**src/rtl/unified_mem_arbiter.sv**
```systemverilog
// Arbiter sharing one single-port memory between instruction fetch and data access.
// Optional fetch anti-starvation counter enabled by defining ARB_FAIR_EN.
module unified_mem_arbiter #(
  parameter int unsigned ADDR_W      = 9,
  parameter int unsigned DATA_W      = 32,
  parameter int unsigned MAX_DSTREAK = 4
) (
  input  logic              clk,
  input  logic              reset,
  input  logic              if_req,
  input  logic [ADDR_W-1:0] if_addr,
  input  logic              if_kill,
  output logic              if_done,
  output logic [DATA_W-1:0] if_rdata,
  input  logic              dm_req,
  input  logic              dm_we,
  input  logic [ADDR_W-1:0] dm_addr,
  input  logic [DATA_W-1:0] dm_wdata,
  input  logic [3:0]        dm_be,
  output logic              dm_done,
  output logic [DATA_W-1:0] dm_rdata,
  output logic              mem_req,
  output logic              mem_we,
  output logic [ADDR_W-1:0] mem_addr,
  output logic [DATA_W-1:0] mem_wdata,
  output logic [3:0]        mem_be,
  input  logic              mem_gnt,
  input  logic              mem_rvalid,
  input  logic [DATA_W-1:0] mem_rdata
);

  localparam int unsigned BE_W = 4;

  typedef enum logic [1:0] {S_IDLE, S_ISSUE, S_WAIT, S_RESP} state_t;
  typedef enum logic {OWN_IF, OWN_DM} owner_t;

  state_t state;
  owner_t owner;
  logic   drop;
  logic   grant_dm_c;
  logic   grant_if_c;
  logic   if_active_c;

  if (MAX_DSTREAK < 1 || MAX_DSTREAK > 15) begin : g_bad_streak
    $error("MAX_DSTREAK must be in 1..15");
  end

  assign if_active_c = if_req && !if_kill;

`ifdef ARB_FAIR_EN
  localparam int unsigned STREAK_W = 4;
  localparam logic [STREAK_W-1:0] STREAK_MAX = STREAK_W'(MAX_DSTREAK);

  logic [STREAK_W-1:0] dstreak;
  logic                fair_if_c;

  // Fetch overrides data once data has won MAX_DSTREAK grants in a row against it
  assign fair_if_c  = (dstreak == STREAK_MAX) && if_active_c;
  assign grant_dm_c = dm_req && !fair_if_c;
  assign grant_if_c = if_active_c && !grant_dm_c;

  always_ff @(posedge clk) begin
    if (reset) begin
      dstreak <= '0;
    end else if (state == S_IDLE) begin
      if (grant_if_c || !if_req) begin
        dstreak <= '0;
      end else if (grant_dm_c && (dstreak != {STREAK_W{1'b1}})) begin
        dstreak <= dstreak + STREAK_W'(1);
      end
    end
  end
`else
  assign grant_dm_c = dm_req;
  assign grant_if_c = if_active_c && !dm_req;
`endif

  // Transaction FSM; response data captured into the owner's register
  always_ff @(posedge clk) begin
    if (reset) begin
      state    <= S_IDLE;
      owner    <= OWN_IF;
      drop     <= 1'b0;
      if_rdata <= '0;
      dm_rdata <= '0;
    end else begin
      case (state)
        S_IDLE: begin
          drop <= 1'b0;
          if (grant_dm_c) begin
            owner <= OWN_DM;
            state <= S_ISSUE;
          end else if (grant_if_c) begin
            owner <= OWN_IF;
            state <= S_ISSUE;
          end
        end
        S_ISSUE: begin
          if ((owner == OWN_IF) && if_kill) begin
            // Once granted the bus transaction must finish; only the result is dropped
            if (mem_gnt) begin
              drop  <= 1'b1;
              state <= S_WAIT;
            end else begin
              state <= S_IDLE;
            end
          end else if (mem_gnt) begin
            state <= S_WAIT;
          end
        end
        S_WAIT: begin
          if ((owner == OWN_IF) && if_kill) begin
            drop <= 1'b1;
          end
          if (mem_rvalid) begin
            state <= S_RESP;
            if (owner == OWN_DM) begin
              dm_rdata <= mem_rdata;
            end else if (!drop && !if_kill) begin
              if_rdata <= mem_rdata;
            end
          end
        end
        S_RESP: begin
          state <= S_IDLE;
        end
        default: begin
          state <= S_IDLE;
        end
      endcase
    end
  end

  // Done pulses derive from registered state; a same-cycle flush still masks fetch done
  assign if_done = !reset && (state == S_RESP) && (owner == OWN_IF) && !drop && !if_kill;
  assign dm_done = !reset && (state == S_RESP) && (owner == OWN_DM);

  // Memory request mux: bus is quiet outside ISSUE
  always_comb begin
    mem_req   = 1'b0;
    mem_we    = 1'b0;
    mem_addr  = '0;
    mem_wdata = '0;
    mem_be    = '0;
    if (!reset && (state == S_ISSUE)) begin
      mem_req = 1'b1;
      if (owner == OWN_DM) begin
        mem_we    = dm_we;
        mem_addr  = dm_addr;
        mem_wdata = dm_wdata;
        mem_be    = dm_be;
      end else begin
        mem_addr = if_addr;
        mem_be   = {BE_W{1'b1}};
      end
    end
  end

endmodule

```
**config.mk**
```make
export PLATFORM = sky130hd
export DESIGN_NAME = unified_mem_arbiter
export DESIGN_NICKNAME = d
export VERILOG_FILES = /design/src/rtl/unified_mem_arbiter.sv
export SDC_FILE = /design/constraint.sdc
export NUM_CORES = 1
export LEC_CHECK = 0
export BUFFER_PORTS_ARGS = -buffer_cell sky130_fd_sc_hd__buf_2
export CAP_MARGIN = 20
export CORE_UTILIZATION = 35
export DETAILED_ROUTE_END_ITERATION = 12
export GPL_TIMING_DRIVEN = 0
export PLACE_DENSITY = 0.7
export SLEW_MARGIN = 20
export SYNTH_ARGS = -nofsm -noshare
export SYNTH_HDL_FRONTEND = slang
export SYNTH_SLANG_ARGS = --single-unit
export TNS_END_PERCENT = 20
```
**constraint.sdc**
```tcl
create_clock -name clk -period 3.65 [get_ports clk]
set_input_delay 0.1825 -clock clk [delete_from_list [all_inputs] [get_ports clk]]
set_output_delay 0.1825 -clock clk [all_outputs]
set_load 0.03 [all_outputs]
```
# Word level (Yosys, flattened, before mapping)
# Index checks and enable logic that the tools add are counted.
dict set report word_totals {
  out_inout_bits 113
  in_bits 94
  reg_bits 68
}
dict set report classes {
  muxes 22
  n_reduce_logical 22
  bitwise 1
  n_eq_ne 9
}
# cell count
set op_table {}
lappend op_table {{2-to-1 mux 32 bit} 2}
lappend op_table {{2-to-1 mux 9 bit} 2}
lappend op_table {{2-to-1 mux 2 bit} 6}
lappend op_table {{logical AND 1 bit} 10}
lappend op_table {{2-to-1 mux 1 bit} 8}
lappend op_table {{2-to-1 mux 4 bit} 2}
lappend op_table {{!= test 2 bit (second input constant)} 4}
lappend op_table {{one-hot mux 2 bit (4 select lines)} 1}
lappend op_table {{AND reduction 4 bit} 2}
lappend op_table {{!= test 3 bit (second input constant)} 2}
lappend op_table {{AND reduction 3 bit} 2}
lappend op_table {{equality test 2 bit (second input constant)} 2}
lappend op_table {{logical NOT 1 bit} 4}
lappend op_table {{one-hot mux 1 bit (3 select lines)} 1}
lappend op_table {{nonzero test 3 bit} 1}
lappend op_table {{equality test 2 x 1 -> 1 bit (second input constant)} 1}
lappend op_table {{logical NOT 2 bit} 1}
lappend op_table {{AND reduction 2 bit} 1}
lappend op_table {{nonzero test 2 bit} 1}
lappend op_table {{NOT 1 bit} 1}

# Logic depth before layout (Yosys ltp)
dict set report logic_depth {
  depth_word 6
  mapped_depth 9
  depth_no_buf 6
}

# Worst setup path after synthesis
# OpenSTA, ideal clock, no wires.
dict set report synth_path {
  kind {flip-flop to output port}
  start {register with a tool-made name}
  end {output port mem_wdata[27]}
  path_stages_with_launch 9
  path_buffers 3
  setup_slack_ns 1.998
  t_arrival_ns 1.469
  cell_sequence {dfxtp_1 inv_1 ha_1 nand2b_1 buf_2 inv_2 buf_6 buf_6 and3_1}
}
# item line
set synth_lines {}
lappend synth_lines {{to (decl)} 25} ;# output logic [DATA_W-1:0] mem_wdata,

==> run_results.csv <==
group,metric,value,unit
detailed_routing,drt-wirelength-per-cell,14.0,um
final_layout,syn_to_final_growth,47.1,%
worst_setup_path,slowest_delay,0.38,ns
sta,fin_ws,1.41,ns
detailed_routing,viasPerCell,4.84,
sta,relSlewSlack,0.639,
sta,slew_violations,0,
clock_tree,postCtsHoldBufs,0,
detailed_routing,postRouteAntennaNets,0,
clock_tree,post-cts-setup-buffers,0,
status,outcome,"finished clean",
logic_synthesis,syn_avg_cell_area,7.72,sq um
placed_design,placed_cell_area,4120,sq um
worst_setup_path,worstPathMaxFanout,10,
grt,gr-total-overflow,0,
sta,fmax,446,MHz
floorplanning,die_x,94.0,um
grt,met2_usage,0.415,
floorplanning,rows,33,
worst_setup_path,crit_chain,"inv_1 -> ha_1 -> nand2b_1 -> buf_2 -> inv_2 -> buf_6 -> buf_6 -> and3_1 -> buf_2",
grt,grt_pass1_vias,3156,
worst_setup_path,cp_data_arrival_time,2.06,ns
clock_tree,clk_path_buf_depth,2,
power_and_ir_drop,vdd.ir_drop.worst,0.228,mV
placed_design,portBuffers,205,
grt,grt_max_degree,13,
detailed_routing,wl,9.97,mm
sta,finClkSkew,0.00842,ns
worst_setup_path,cpLargestDelayFamily,"buffers and inverters",
logic_synthesis,async_flop_share,0,
grt,grt_antenna_before_repair,0,
worst_setup_path,required,3.47,ns
job,max_cap_viol_count,0,
floorplanning,die_area,8840,sq um
grt,track_usage,0.223,
sta,grt_setup_unrepaired,"false",
detailed_routing,drt_iter0_markers,111,
worst_setup_path,worstSetupPathType,"reg -> out",
clock_tree,cts.clk_slew.worst_paths,0.08,ns
logic_synthesis,synth_area,2960,sq um
hold_path,min_path_type,"in -> reg",
worst_setup_path,cp_num_buf_inv,6,
logic_synthesis,synth_fp_nets,484,
sta,final-setup-viol-count,0,
floorplanning,core_area,8220,sq um
power_and_ir_drop,p_leak,0.00227,uW
power_and_ir_drop,p_switching,500,uW
hold_path,whs_path_depth,3,
logic_synthesis,synth_edf_count,0,
floorplanning,initial_core_util,0.361,
worst_setup_path,path_depth,9,
detailed_routing,drtPass1Iterations,5,
grt,top_usage_layer,"met2",
sta,hold_violations,0,
sta,worst-slew-pin-transition,0.542,ns
logic_synthesis,ys_warn_count,0,
sta,tns,0,ns
placed_design,gp_congestion,0.891,
worst_setup_path,start_kind,"flip-flop",
sta,fin_crit_sh,0.615,
placed_design,pre_cts_ws,1.76,ns
clock_tree,cts-root-buf,"clkbuf_8",
floorplanning,die_h,94.0,um
clock_tree,htree_levels,3,
placed_design,hpwl,7.93,mm
power_and_ir_drop,internal-power,1340,uW
logic_synthesis,synth.distinct_cells,34,
clock_tree,cts_buffers,9,
floorplanning,io_pins,207,
final_layout,final_area,4360,sq um
grt,gr-usage-met3,0.0566,
grt,grt_util_met1,0.238,
power_and_ir_drop,sequentialPowerShare,0.417,
grt,grt_pass1_wl,14.9,mm
final_layout,insertedDiodeCount,0,
final_layout,num-fill-cells,806,
final_layout,drive_gt1_frac,0.398,
clock_tree,clock_latency,0.34,ns
worst_setup_path,ff2ff_path_depth,6,
clock_tree,cts_sinks,68,
worst_setup_path,end_kind,"output pin",
power_and_ir_drop,powerDensity,421,nW/um^2
final_layout,fin_nets,700,
logic_synthesis,ys_seq_elements,68,
clock_tree,tritoncts,"done",
detailed_routing,vias,3433,
logic_synthesis,synthFlopType,"dfxtp_1",
power_and_ir_drop,switching_share,0.272,
logic_synthesis,syn_inst,384,
clock_tree,cts_repair_resize_count,0,
sta,min_period,2.24,ns
worst_setup_path,cpMaxStageDelayCell,"dfxtp_1",
detailed_routing,drc,0,
power_and_ir_drop,comb_power_share,0.179,
power_and_ir_drop,clock_power_share,0.404,
logic_synthesis,seq_area_frac_synth,0.459,
-- area by class of cell --
class	instances	area [sq um]	share of cell area
flip-flops and latches	68	1360	0.312
multi-input cells	279	1430	0.327
well taps	105	131	0.0301
repair buffers	205	1030	0.235
inverters	5	18.8	0.00431
clock inverters	6	111	0.0255
plain buffers	32	155	0.0356
clock buffers	10	128	0.0293
-- sequential cells by signal, indices dropped and copies added (netlist names), named ones only --
| name | flops |
|---|---|
| if_rdata | 32 |
| owner | 1 |
| state | 1 |
| dm_rdata | 32 |
| drop | 1 |
-- Yosys cell counts (all sizes together), types with 2 or more instances --
cell type,count,area [sq um]
nand2b,3,28.8
a21oi,65,325
nand2,128,480
nor2b,2,20.0
clkbuf,18,70.1
nor2,12,45.0
and3,35,219
inv,5,18.8
o21a,4,30.0
nand3,2,10.0
buf,14,85.1
ha,6,75.1
mux2i,9,90.1
dfxtp,68,1360
-- placed cells by master, fill, tap and decap left out, types with 4 or more instances in the layout --
cell type,count
dfxtp_1,68
mux2i_1,9
nor2_1,12
clkbuf_8,9
o21a_1,4
clkbuf_1,17
nand2_1,128
and3_1,35
ha_1,6
buf_2,216
inv_1,4
a21oi_1,65
-- stage by stage --
stage / hold WS, ns / total power [uW] / utilization / cells
after floorplan: 0.319 / 985 / - / 384
after global placement: 0.437 / 1110 / 0.501 / 694
after detailed placement: 0.440 / 1110 / 0.501 / 694
after CTS: 0.0685 / 1850 / 0.531 / 710
after global routing: 0.0716 / 1920 / 0.531 / 710
final: 0.0832 / 1840 / 0.531 / 710
-- power groups by stage --
stage / combinational (uW) / clock (uW) / sequential, uW
2_1_floorplan: 196 / 0 / 790
3_3_place_gp: 324 / 0 / 781
3_5_place_dp: 330 / 0 / 782
4_1_cts: 331 / 757 / 765
5_1_grt: 357 / 793 / 766
6_report: 329 / 742 / 765
-- routing by layer --
metal	vias to the layer above	wire, um
met2	152	5160
met3	19	686
met5	-	0
met1	1565	3870
met4	0	253
li1	1697	-
-- worst min-delay path, stage by stage --
cell and delay [ns]:
buf_2 0.11, nand2_1 0.05, a21oi_1 0.05
-- cell families after synthesis --
logic type | after synthesis | synth area share
flip-flops | 68 | 0.459
buffers and inverters | 37 | 0.0587
AO/OA/AOI/OAI | 76 | 0.139
adder cells (fa/ha/maj) | 6 | 0.0253
AND/OR/NAND/NOR | 188 | 0.288
multiplexers | 9 | 0.0304
-- worst paths after layout --
path	from	endpoint	slack, ns
setup / recovery	flip-flop	mem_wdata[30]	1.41
hold / removal	mem_rdata[7]	if_rdata[7]	0.08
setup reg to reg	state[0]	if_rdata[13]	1.81
hold reg to reg	dm_rdata[16]	dm_rdata[16]	0.45
Note: power is estimated with default switching activity, not from simulation.
